--- src/rtl/fetch_buffer_pkg.sv ---
// Shared definitions for the fetch buffer: queue entry layout and reset PC.
// Entry layout: {fault, pc[31:2], 2'b00, inst}; the two zero bits keep the PC
// field byte-addressed so it can be unpacked as a full 32-bit PC.
package fetch_buffer_pkg;

    localparam int FB_ENTRY_W = 65;
    localparam logic [31:0] FB_RESET_PC = 32'h0000_0100;

    function automatic logic [FB_ENTRY_W-1:0] fb_pack(input logic fault,
                                                      input logic [29:0] pc_w,
                                                      input logic [31:0] inst);
        return {fault, pc_w, 2'b00, inst};
    endfunction

endpackage

--- src/rtl/fetch_fifo.sv ---
// Fetch queue: DEPTH x W storage with a registered head entry so the consumer
// sees flop outputs. Synchronous flush empties it in one cycle.
module fetch_fifo
    import fetch_buffer_pkg::*;
#(
    parameter int DEPTH = 4,
    parameter int W     = FB_ENTRY_W
) (
    input  logic                       clk,
    input  logic                       reset,
    input  logic                       flush,
    input  logic                       push,
    input  logic [W-1:0]               wdata,
    input  logic                       pop,
    output logic [$clog2(DEPTH+1)-1:0] count,
    output logic                       head_valid,
    output logic [W-1:0]               head_data
);

    localparam int AW = $clog2(DEPTH);
    localparam int CW = $clog2(DEPTH+1);

    logic [W-1:0]  mem_q [DEPTH];
    logic [AW-1:0] rd_ptr_q, rd_ptr_d, wr_ptr_q, wr_ptr_d;
    logic [CW-1:0] count_q, count_d, remain;
    logic [W-1:0]  head_q, head_d;
    logic          head_vld_q, head_vld_d;
    logic          pop_i, wr_en;

    // Next pointers/count and next head; a push into an otherwise-empty queue
    // bypasses storage straight into the head register.
    always_comb begin
        pop_i    = pop & (count_q != '0);
        wr_en    = push & ~flush;
        remain   = count_q - CW'(pop_i);
        rd_ptr_d = rd_ptr_q + AW'(pop_i);
        wr_ptr_d = wr_ptr_q + AW'(push);
        count_d  = remain + CW'(push);
        head_d   = '0;
        if (flush) begin
            rd_ptr_d = '0;
            wr_ptr_d = '0;
            count_d  = '0;
        end else if (count_d != '0) begin
            head_d = (remain == '0) ? wdata : mem_q[rd_ptr_d];
        end
        head_vld_d = (count_d != '0);
    end

    // Storage array, no reset needed: contents are qualified by count.
    always_ff @(posedge clk) begin
        if (wr_en) mem_q[wr_ptr_q] <= wdata;
    end

    // Control and head registers.
    always_ff @(posedge clk or posedge reset) begin
        if (reset) begin
            rd_ptr_q   <= '0;
            wr_ptr_q   <= '0;
            count_q    <= '0;
            head_q     <= '0;
            head_vld_q <= 1'b0;
        end else begin
            rd_ptr_q   <= rd_ptr_d;
            wr_ptr_q   <= wr_ptr_d;
            count_q    <= count_d;
            head_q     <= head_d;
            head_vld_q <= head_vld_d;
        end
    end

    assign count      = count_q;
    assign head_valid = head_vld_q;
    assign head_data  = head_q;

    // The issue rule upstream must prevent pushes into a full queue.
    a_no_overflow: assert property (@(posedge clk) disable iff (reset)
        !(push && !flush && !pop_i && count_q == CW'(DEPTH)));

endmodule

--- src/rtl/fetch_buffer.sv ---
// Fetch buffer: issues sequential word fetches, queues in-order responses with
// their PC, presents one instruction per cycle. Redirect flushes the queue and
// discards responses for requests already in flight.
// Optional: FETCH_BUF_FAULT_EN stores mem_fault per entry and halts fetch after
// a faulting response until the next redirect.
module fetch_buffer
    import fetch_buffer_pkg::*;
#(
    parameter int          DEPTH     = 4,
    parameter int          MAX_OUTST = 2,
    parameter logic [31:0] RESET_PC  = FB_RESET_PC
) (
    input  logic        clk,
    input  logic        reset,
    output logic        mem_req,
    input  logic        mem_req_ready,
    output logic [29:0] mem_addr,
    input  logic        mem_ack,
    input  logic [31:0] mem_rdata,
    input  logic        mem_fault,
    input  logic        redirect,
    input  logic [31:0] redirect_pc,
    output logic        out_valid,
    output logic [31:0] out_inst,
    output logic [31:0] out_pc,
    output logic        out_fault,
    input  logic        out_stall
);

    localparam int CW = $clog2(DEPTH+1);
    localparam int OW = $clog2(MAX_OUTST+1);

    logic [31:0]           fetch_pc_q, fetch_pc_d, resp_pc_q, resp_pc_d;
    logic [OW-1:0]         outst_q, outst_d, discard_q, discard_d;
    logic [CW-1:0]         fifo_count;
    logic [FB_ENTRY_W-1:0] head;
    logic                  head_vld, issue, keep, pop, fault_stop, push_fault;
    logic                  unused_bits;

    // Request gating: in-flight limit plus queue space reserved for every
    // outstanding response (stale ones included), so pushes never overflow.
    always_comb begin
        mem_req = ~reset & ~redirect & ~fault_stop
                & (outst_q < OW'(MAX_OUTST))
                & ((int'(fifo_count) + int'(outst_q)) < DEPTH);
        issue   = mem_req & mem_req_ready;
        keep    = mem_ack & ~redirect & (discard_q == '0) & ~fault_stop;
        pop     = head_vld & ~out_stall;
    end

    // Fetch/response PC, in-flight and discard counters; redirect overrides.
    always_comb begin
        fetch_pc_d = fetch_pc_q + (issue ? 32'd4 : 32'd0);
        resp_pc_d  = resp_pc_q + (keep ? 32'd4 : 32'd0);
        outst_d    = outst_q + OW'(issue) - OW'(mem_ack);
        discard_d  = discard_q;
        if (mem_ack && discard_q != '0) discard_d = discard_q - 1'b1;
        if (redirect) begin
            fetch_pc_d = {redirect_pc[31:2], 2'b00};
            resp_pc_d  = {redirect_pc[31:2], 2'b00};
            discard_d  = outst_q - OW'(mem_ack);
        end
    end

    // Control state registers.
    always_ff @(posedge clk or posedge reset) begin
        if (reset) begin
            fetch_pc_q <= RESET_PC;
            resp_pc_q  <= RESET_PC;
            outst_q    <= '0;
            discard_q  <= '0;
        end else begin
            fetch_pc_q <= fetch_pc_d;
            resp_pc_q  <= resp_pc_d;
            outst_q    <= outst_d;
            discard_q  <= discard_d;
        end
    end

`ifdef FETCH_BUF_FAULT_EN
    logic fault_stop_q, fault_stop_d;

    // Latch a kept faulting response; only a redirect restarts fetch.
    always_comb begin
        fault_stop_d = fault_stop_q;
        if (redirect)              fault_stop_d = 1'b0;
        else if (keep & mem_fault) fault_stop_d = 1'b1;
    end

    // Fault-stop register.
    always_ff @(posedge clk or posedge reset) begin
        if (reset) fault_stop_q <= 1'b0;
        else       fault_stop_q <= fault_stop_d;
    end

    assign fault_stop = fault_stop_q;
    assign push_fault = mem_fault;
    assign out_fault  = head[FB_ENTRY_W-1];
`else
    assign fault_stop = 1'b0;
    assign push_fault = 1'b0;
    assign out_fault  = 1'b0;
`endif

    fetch_fifo #(.DEPTH(DEPTH), .W(FB_ENTRY_W)) u_fifo (
        .clk        (clk),
        .reset      (reset),
        .flush      (redirect),
        .push       (keep),
        .wdata      (fb_pack(push_fault, resp_pc_q[31:2], mem_rdata)),
        .pop        (pop),
        .count      (fifo_count),
        .head_valid (head_vld),
        .head_data  (head)
    );

    assign mem_addr  = fetch_pc_q[31:2];
    assign out_valid = head_vld;
    assign out_inst  = head[31:0];
    assign out_pc    = {head[63:34], 2'b00};

    assign unused_bits = ^{redirect_pc[1:0], fetch_pc_q[1:0], resp_pc_q[1:0],
                           head[33:32], head[64], mem_fault};

endmodule

--- config.mk ---
export PLATFORM = sky130hd
export DESIGN_NAME = fetch_buffer
export DESIGN_NICKNAME = d
export VERILOG_FILES = /design/src/rtl/fetch_buffer_pkg.sv /design/src/rtl/fetch_fifo.sv /design/src/rtl/fetch_buffer.sv
export SDC_FILE = /design/constraint.sdc
export NUM_CORES = 1
export LEC_CHECK = 0
export CORE_MARGIN = 2
export CORE_UTILIZATION = 61
export CTS_CLUSTER_DIAMETER = 200
export DETAILED_ROUTE_END_ITERATION = 10
export HOLD_SLACK_MARGIN = 0.06
export PLACE_DENSITY = 0.83
export SYNTH_ARGS = -nofsm -noshare
export SYNTH_HDL_FRONTEND = slang
export SYNTH_SLANG_ARGS = --single-unit
--- constraint.sdc ---
create_clock -name clk -period 9.2 [get_ports clk]
set_clock_uncertainty 0.1 [all_clocks]
set_input_delay 1.84 -clock clk [delete_from_list [all_inputs] [get_ports clk]]
set_output_delay 1.84 -clock clk [all_outputs]
set_load 0.02 [all_outputs]
==> results by group <==
STA
  – Slew Limit Fails: 0
  – Period utilization: 0.628
  – Final Setup Violations: 0
  – Worst slew margin: 0.332
  – Tmin final: 5.78 ns
  – Hold Vio Cnt, Final: 0
  – Fmax: 0.173 GHz
  – Worst Max-Slew Pin Slew: 1.00 ns
  – RSZ-0062 raised after global routing: false
  – TNS Setup: 0 ns

Final layout
  – Most common cell after layout, fill and taps aside: edfxtp_1
  – Final #Nets: 1265
  – Area added between synthesis and finish: 20.9%
  – N_diodes: 0
  – Layout cell share with drive strength beyond 1: 0.136
  – Most frequent cells in the layout: edfxtp_1 (248), clkdlybuf4s50_1 (161), nand2_1 (149), dfrtp_1 (132), a21oi_1 (71)
  – Final instance area: 18700 sq um

Global routing
  – First-pass GRT wire length: 53300 microns
  – Number of global-route vias before repair: 9761
  – Largest net degree at the start of global routing: 77
  – Overflow left after global routing: 0
  – Initial antenna violation count: 0
  – Gr usage total: 0.259

Clocking
  – CTS Buf Count: 39
  – Clock tree buffer depth: 3
  – CTS H-tree depth: 2
  – Post-CTS Hold Fix Bufs: 0
  – Resized Gates After CTS: 0
  – Root Buffer: clkbuf_16
  – Clock-pin slew on the worst setup and hold paths: 0.05 ns
  – Clk_lat worst skew: 0.52 ns
  – Clock Sinks: 382
  – CTS tree: yes
  – Post-CTS setup buffers: 0

Floorplan
  – Die footprint: 26700 sq um
  – Die Wd: 163 microns
  – Row count: 58
  – # IOs: 168
  – Initial Util: 0.618
  – Die Height: 163 microns
  – Core box area: 25000 sq um

Yosys
  – Post-synthesis cell area: 15500 sq um
  – Seq cells post-synth: 382
  – Register area share after synthesis: 0.698
  – Synthesized area per cell: 15.1 sq um
  – Synth top area share: 0.481
  – Unique masters post-synth: 49
  – Cell taking the most area after synthesis: edfxtp_1
  – Synthesized instance count: 1024
  – Primary FF master, synth: edfxtp_1
  – EDFF count, synth: 248
  – Warning count from the yosys run: 0
  – Top post-synthesis cells by area: edfxtp_1 (48%), dfrtp_1 (21%), mux4_2 (9.0%)
  – Asr flop ratio synth: 0.351

Drt
  – Vias per cell: 6.15
  – DR WL/cell: 21.8 microns
  – Drt pass-1 iters: 6
  – Antenna viol nets, final: 0
  – DRT Wirelength: 33500 microns
  – Via count: 9469
  – DR iter-0 viols: 952
  – DRC: 0

Power and ir drop
  – Pwr dens: 224 nW/um^2
  – Switching share of power: 0.245
  – Sw power: 1.03 mW
  – Gate power share: 0.131
  – LEAKAGE: 6.73 nW
  – Pint: 3.17 mW
  – Sequential power share: 0.485
  – VDD IR max: 144 uV
  – Clock share of power: 0.384

Run status
  – Status: finished, final reports clean

Setup path
  – CP Data Arrival Time: 3.84 ns
  – WS Path Type: in2out
  – Worst Path Max Fanout: 29
  – Startpoint types: primary input
  – Critical Path RT: 7.26 ns
  – CP Capture Type: output port

Min path
  – Hold crit path type: reg2reg

Placed design
  – DPL Wire Length: 18300 microns
  – Placed inst area: 17400 sq um
  – GP Congestion: 0.829
  – Port Buffers: 161

Run
  – Max-Cap Viols: 0
==> state kept, by name (all words and copies together), names as in the netlist <==
signal	flops
discard_q	2
resp_pc_q	30
u_fifo.wr_ptr_q	2
u_fifo.head_valid	1
u_fifo.rd_ptr_q	2
u_fifo.count	3
u_fifo.mem_q	248
fetch_pc_q	30
u_fifo.head_data	62
outst_q	2
==> layer usage <==
metal	GRT usage	vias to the layer above	wire length, microns
li1	-	4190	-
met2	0.419	466	16400
met5	0	-	0
met4	0.0712	0	650
met3	0.0449	56	2610
met1	0.371	4757	13900
==> per-stage QoR <==
step	std cells	utilization	setup WS (ns)	hold WS [ns]	total power [mW]
after floorplan	1026	-	1.59	0.375	2.37
after global placement	1468	0.695	3.40	0.425	2.60
after detailed placement	1468	0.695	3.40	0.429	2.61
after CTS	1539	0.748	3.41	0.442	4.22
after global routing	1539	0.748	3.31	0.461	4.35
final	1539	0.748	3.42	0.439	4.20
==> cell families (layout without fill, tap and decap cells) <==
group | after synthesis | in the layout | share of synthesized area
flops | 382 | 382 | 0.698
simple gates | 294 | 294 | 0.0940
compound gates | 140 | 140 | 0.0525
buf+inv | 82 | 265 | 0.0232
mux | 79 | 79 | 0.103
xor+xnor | 31 | 31 | 0.0175
fa+ha+maj | 15 | 15 | 0.0121
other cells | 1 | 3 | 0.000242
==> worst paths after layout <==
check | startpoint | end | slack (ns) | cells past startpoint
max reg2reg | outst_q[1]$_DFF_PP0_ | fetch_pc_q[25]$_DFF_PP0_ | 5.12 | 10
max in group asynchronous | reset | u_fifo.head_data[46]$_DFF_PP0_ | 5.87 | 3
min reg2reg | outst_q[0]$_DFF_PP0_ | outst_q[0]$_DFF_PP0_ | 0.44 | 1
max | redirect | mem_req | 3.42 | 5
min in group asynchronous | reset | u_fifo.head_data[35]$_DFF_PP0_ | 1.71 | 2
min | outst_q[0]$_DFF_PP0_ | outst_q[0]$_DFF_PP0_ | 0.44 | 1
==> critical path: stages <==
cell             delay (ns)
clkdlybuf4s50_1        0.39
buf_4                  0.23
or4_1                  0.42
a311oi_1               0.27
clkdlybuf4s50_1        0.66
==> power groups by stage <==
stage               Sequential, mW  Clock, mW  Combinational [mW]
floorplan                     2.10          0               0.264
global placement              2.06          0               0.539
detailed placement            2.06          0               0.550
CTS                           2.03       1.63               0.556
global route                  2.05       1.71               0.601
finish                        2.03       1.61               0.552
==> layout make-up <==
class | instances | area (sq um)
Multi-Input combinational cell | 562 | 4390
Sequential cell | 382 | 10800
Tap cell | 330 | 413
Fill cell | 1496 | 6320
Clock inverter | 13 | 156
Clock buffer | 58 | 1170
Timing Repair Buffer | 173 | 1700
Inverter | 21 | 83.8
==> synthesized netlist by cell type, types with 18 or more instances <==
cell type / count
nand2_1: 149
nand3_1: 20
mux4_2: 62
nor2_1: 25
a21oi_1: 71
xnor2_1: 23
edfxtp_1: 248
nand4_1: 18
buf_2: 19
dfrtp_1: 132
or4_1: 19
clkbuf_1: 33
inv_1: 21
a31oi_1: 23
Note: power is estimated with default switching activity, not from simulation.
